==> config.mk <==
export PLATFORM = sky130hd
export DESIGN_NAME = wb_arbiter_rr2
export DESIGN_NICKNAME = d
export VERILOG_FILES = /design/src/rtl/wb_arbiter_rr2.sv
export SDC_FILE = /design/constraint.sdc
export NUM_CORES = 1
export LEC_CHECK = 0
export ABC_AREA = 0
export BUFFER_PORTS_ARGS = -buffer_cell sky130_fd_sc_hd__buf_2
export CAP_MARGIN = 30
export CORE_AREA = 2 2 124 126
export DETAILED_ROUTE_END_ITERATION = 8
export DIE_AREA = 0 0 126 128
export GPL_TIMING_DRIVEN = 0
export SLEW_MARGIN = 25
export SYNTH_ARGS = -nofsm -noshare
export SYNTH_HDL_FRONTEND = slang
export SYNTH_SLANG_ARGS = --single-unit
==> constraint.sdc <==
create_clock -name clk -period 3.7 [get_ports clk]
set_clock_uncertainty 0.05 [all_clocks]
set_input_delay 0.555 -clock clk [delete_from_list [all_inputs] [get_ports clk]]
set_output_delay 0.555 -clock clk [all_outputs]
set_load 0.02 [all_outputs]
==> src/rtl/wb_arbiter_rr2.sv <==
// Two-master round-robin Wishbone arbiter with a stalled-strobe watchdog.
// A granted master keeps the bus until it drops cyc.
module wb_arbiter_rr2 #(
   parameter int unsigned TIMEOUT = 1023
) (
   input  logic        clk,
   input  logic        reset,
   input  logic [31:0] m0_adr_i,
   input  logic [31:0] m0_dat_i,
   output logic [31:0] m0_dat_o,
   input  logic [3:0]  m0_sel_i,
   input  logic        m0_we_i,
   input  logic        m0_cyc_i,
   input  logic        m0_stb_i,
   output logic        m0_ack_o,
   output logic        m0_err_o,
   input  logic [31:0] m1_adr_i,
   input  logic [31:0] m1_dat_i,
   output logic [31:0] m1_dat_o,
   input  logic [3:0]  m1_sel_i,
   input  logic        m1_we_i,
   input  logic        m1_cyc_i,
   input  logic        m1_stb_i,
   output logic        m1_ack_o,
   output logic        m1_err_o,
   output logic [31:0] s_adr_o,
   output logic [31:0] s_dat_o,
   output logic [3:0]  s_sel_o,
   output logic        s_we_o,
   output logic        s_cyc_o,
   output logic        s_stb_o,
   input  logic [31:0] s_dat_i,
   input  logic        s_ack_i,
   input  logic        s_err_i,
   output logic [1:0]  grant_o,
   output logic        timeout_o
);

   typedef enum logic [1:0] {
      IDLE = 2'b00,
      OWN0 = 2'b01,
      OWN1 = 2'b10
   } state_t;

   localparam logic [15:0] LIMIT =
      (TIMEOUT == 0) ? 16'd0 : 16'(TIMEOUT - 1);
   localparam bit WD_ON = (TIMEOUT != 0);

   state_t      state, state_n;
   logic        last, last_n;
   logic [15:0] cnt, cnt_n;
   logic        tmo, tmo_n;
   logic        own_cyc, own_stb;
   logic        stall, moving;

   always_ff @(posedge clk) begin
      if (reset) begin
         state <= IDLE;
         last  <= 1'b1;
         cnt   <= '0;
         tmo   <= 1'b0;
      end else begin
         state <= state_n;
         last  <= last_n;
         cnt   <= cnt_n;
         tmo   <= tmo_n;
      end
   end

   always_comb begin
      own_cyc = 1'b0;
      own_stb = 1'b0;
      state_n = state;
      unique case (state)
         OWN0: begin
            own_cyc = m0_cyc_i;
            own_stb = m0_stb_i;
         end
         OWN1: begin
            own_cyc = m1_cyc_i;
            own_stb = m1_stb_i;
         end
         default: ;
      endcase
      // IDLE has no owner cyc, so it re-arbitrates every cycle too
      if (!own_cyc) begin
         unique case ({m1_cyc_i, m0_cyc_i})
            2'b01:   state_n = OWN0;
            2'b10:   state_n = OWN1;
            2'b11:   state_n = last ? OWN0 : OWN1;
            default: state_n = IDLE;
         endcase
      end
      moving = (state_n != state);
      last_n = last;
      if (moving && state_n != IDLE)
         last_n = (state_n == OWN1);
      stall = own_stb & ~s_ack_i & ~s_err_i & ~tmo;
      if (moving || s_ack_i || s_err_i || tmo)
         cnt_n = '0;
      else if (stall && cnt != 16'hFFFF)
         cnt_n = cnt + 16'd1;
      else
         cnt_n = cnt;
      tmo_n = WD_ON && stall && !moving && (cnt == LIMIT);
   end

   always_comb begin
      s_adr_o  = '0;
      s_dat_o  = '0;
      s_sel_o  = '0;
      s_we_o   = 1'b0;
      s_cyc_o  = 1'b0;
      s_stb_o  = 1'b0;
      m0_ack_o = 1'b0;
      m0_err_o = 1'b0;
      m1_ack_o = 1'b0;
      m1_err_o = 1'b0;
      unique case (state)
         OWN0: begin
            s_adr_o  = m0_adr_i;
            s_dat_o  = m0_dat_i;
            s_sel_o  = m0_sel_i;
            s_we_o   = m0_we_i;
            s_cyc_o  = m0_cyc_i & ~tmo;
            s_stb_o  = m0_stb_i & ~tmo;
            m0_ack_o = s_ack_i & ~tmo;
            m0_err_o = s_err_i | tmo;
         end
         OWN1: begin
            s_adr_o  = m1_adr_i;
            s_dat_o  = m1_dat_i;
            s_sel_o  = m1_sel_i;
            s_we_o   = m1_we_i;
            s_cyc_o  = m1_cyc_i & ~tmo;
            s_stb_o  = m1_stb_i & ~tmo;
            m1_ack_o = s_ack_i & ~tmo;
            m1_err_o = s_err_i | tmo;
         end
         default: ;
      endcase
   end

   assign m0_dat_o  = s_dat_i;
   assign m1_dat_o  = s_dat_i;
   assign grant_o   = state;
   assign timeout_o = tmo;

endmodule
==> results.py <==
metrics = {
    "critical_path": {
        "worstRegToRegCells": 8,
        "required_ps": 3090,
        "rrSetupSlack_ps": 1290,
        "cpMaxStageDelayCell": "clkbuf_1",
        "startpoint_type": "flop",
        "r2r_start": "grant_o[1]",
        "r2r-end": "cnt[13]",
        "worstPathMaxFanout": 10,
        "end_kind": "output pin",
        "slowest_delay_ps": 560,
        "cp.arrival_ps": 2600,
        "cpMostUsedCell": "clkbuf_1",
        "crit_chain": "inv_1 > ha_1 > clkbuf_1 > clkbuf_1 > a22oi_1 > nor2_1 > buf_2",
        "critPathKind": "reg2out",
    },
    "route": {
        "top_layer_used": "met5",
        "first_pass_iters": 4,
        "wl_met3_um": 959,
        "wl_met2_mm": 6.80,
        "drc_errors": 0,
        "drtIter0Drc": 180,
        "drt.antenna.violating_nets": 0,
        "vias": 3858,
        "wirelength_met1_mm": 6.11,
        "via_per_inst": 4.52,
        "wire_per_inst_um": 16.4,
        "drt_wl_total_mm": 14.0,
    },
    "grt": {
        "track_usage": 0.158,
        "grt_max_degree": 12,
        "grt_pass1_vias": 3487,
        "overflow": 0,
        "grt_antenna_before_repair": 4,
        "grt_first_pass_wirelength_mm": 20.1,
    },
    "die": {
        "initial_core_util": 0.174,
        "core_area_sq_um": 14900,
        "die_w_um": 126,
        "die_h_um": 128,
        "die-area_sq_um": 16100,
        "pin_count": 320,
        "row_count": 45,
    },
    "hold_path": {
        "hp-start": "cnt[7]",
        "whs_endpoint": "cnt[7]",
        "min_path_type": "reg2reg",
        "hold_depth": 2,
    },
    "yosys": {
        "synth_fp_nets": 555,
        "synth_seq_cells": 20,
        "synth.distinct_cells": 41,
        "synth_cells": 373,
        "yosysSeqAreaShare": 0.154,
        "syn-mean-instance-area_sq_um": 6.95,
        "synth_area_sq_um": 2590,
        "synth_warnings": 0,
    },
    "placement": {
        "pre_cts_slack_ps": 734,
        "portBuffers": 287,
        "gp_congestion": 0.834,
        "dp.cells": 848,
        "dp_hpwl_mm": 11.8,
        "place_area_sq_um": 4260,
    },
    "timing": {
        "tns_ps": 0,
        "fmax_mhz": 312,
        "drv_slew": 0,
        "post-route-min-period_ps": 3200,
        "final.setup.worst_slack_ps": 496,
        "worstMarginPinSlew_ps": 663,
        "post-route-period-util": 0.866,
        "hold_slack_ps": 455,
        "rsz0062_at_grt": "no",
        "finalSetupViolations": 0,
        "max_slew_margin": 0.558,
        "hold_violations": 0,
    },
    "power_and_ir_drop": {
        "leakagePower_uw": 0.00218,
        "p_per_area_nw_per_um2": 218,
        "ir_drop_mv": 0.130,
    },
    "layout": {
        "drive_gt1_frac": 0.553,
        "most-common-layout-cells": "buf_2 (291), nor2_1 (74), a22oi_1 (70)",
        "finalInstanceArea_sq_um": 4360,
        "syn_to_final_growth_pct": 68.1,
        "fill_cells": 1684,
        "final_cells": 854,
        "nets": 847,
        "final_common_cell": "buf_2",
    },
    "run": {
        "drv_cap": 0,
    },
    "cts": {
        "cts_resized": 0,
        "root_buffer": "clkbuf_16",
        "htree_num_levels": 1,
        "clk_path_buf_depth": 2,
        "numCtsBuffers": 3,
        "clkSlewWorstSetupHoldPaths_ps": 60,
        "clk-insertion-delay-late_ps": 260,
        "numClockSinks": 20,
        "cts_tree": "yes",
        "cts_setup_buffers": 0,
        "ctsHoldBuffers": 0,
    },
    "run_status": {
        "outcome": "finished clean",
    },
}
cells in the mapped netlist:
library cell  count  area [sq um]
a211oi_1          1          7.51
a21bo_2           1          10.0
a21oi_1          16          80.1
a22o_1            1          8.76
a22oi_1          70           526
a41o_1            1          10.0
and2_1            1          6.26
and3_1            2          12.5
and3b_1           2          17.5
and4_1            2          17.5
buf_1             9          33.8
buf_2             4          20.0
buf_4            65           488
buf_6             1          11.3
clkbuf_1         15          56.3
dfxtp_1          20           400
ha_1              4          50.1
inv_1             8          30.0
mux2_2            1          11.3
mux2i_1           2          20.0
nand2_1           8          30.0
nand2b_1          1          6.26
nand3_1           7          35.0
nand3_2           1          10.0
nand4_1           5          31.3
nand4b_1          1          8.76
nor2_1           74           278
nor3_1            3          15.0
nor4_1            4          25.0
nor4_2            1          12.5
nor4_4            2          42.5
nor4b_1           1          8.76
o211ai_1          1          7.51
o21a_1            2          15.0
o21ai_0           5          25.0
o21ai_1           1          5.00
o311ai_0          1          8.76
o31ai_1          12          90.1
o32ai_1           1          8.76
or3_1             6          37.5
or4_1            10          75.1
power breakdown:
part | leakage, uW | internal (uW) | switching (uW)
registers | 0.000162 | 218 | 2.83
logic | 0.00197 | 198 | 279
clock network | 0.0000442 | 165 | 89.2
total | 0.00218 | 581 | 371
cells by family after synthesis:
| family | synth area share |
|---|---|
| simple gates | 0.258 |
| compound gates | 0.309 |
| buf+inv | 0.247 |
| flops | 0.154 |
| fa+ha+maj | 0.0193 |
| mux | 0.0121 |
how the worst max path moves through the flow:
stage                from     endpoint  slack, ps  depth (start not counted)
5_1_grt        grant_o[0]  s_dat_o[13]        270                          7
3_3_place_gp   grant_o[0]  s_adr_o[25]        740                          7
4_1_cts        grant_o[0]  s_dat_o[13]        430                          7
6_report       grant_o[0]  s_dat_o[13]        500                          7
2_1_floorplan  grant_o[0]      s_stb_o       1190                          5
3_5_place_dp   grant_o[0]  s_dat_o[13]        730                          7
sequential cells by signal, indices dropped and copies added (netlist names):
signal,flops
cnt,16
grant_o,2
last,1
timeout_o,1
layer usage:
layer / GRT usage / up-vias
met5: 0 / -
li1: - / 1895
met3: 0.0317 / 8
met4: 0.0220 / 2
met2: 0.261 / 163
met1: 0.218 / 1790
area by class of cell:
class	instances	area, sq um	area share
multi-input cells	251	1550	0.356
repair buffers	287	1440	0.330
plain buffers	94	609	0.140
flip-flops and latches	20	400	0.0919
well taps	188	235	0.0540
clock buffers	4	88.8	0.0204
inverters	8	30.0	0.00689
diodes	2	5.00	0.00115
critical path, delay by kind of cell, from the launching register on:
kind	cells	cell delay, ps
AO/OA/AOI/OAI	1	270
buffers and inverters	4	1360
AND/OR/NAND/NOR	1	150
flip-flops	1	370
adder cells (fa/ha/maj)	1	180
stage by stage:
step           power [uW]   util
6_report              952  0.293
5_1_grt              1000  0.293
4_1_cts               956  0.293
3_5_place_dp          703  0.287
3_3_place_gp          703  0.287
2_1_floorplan         501      -
No activity file was read; power rests on OpenSTA's default activity.
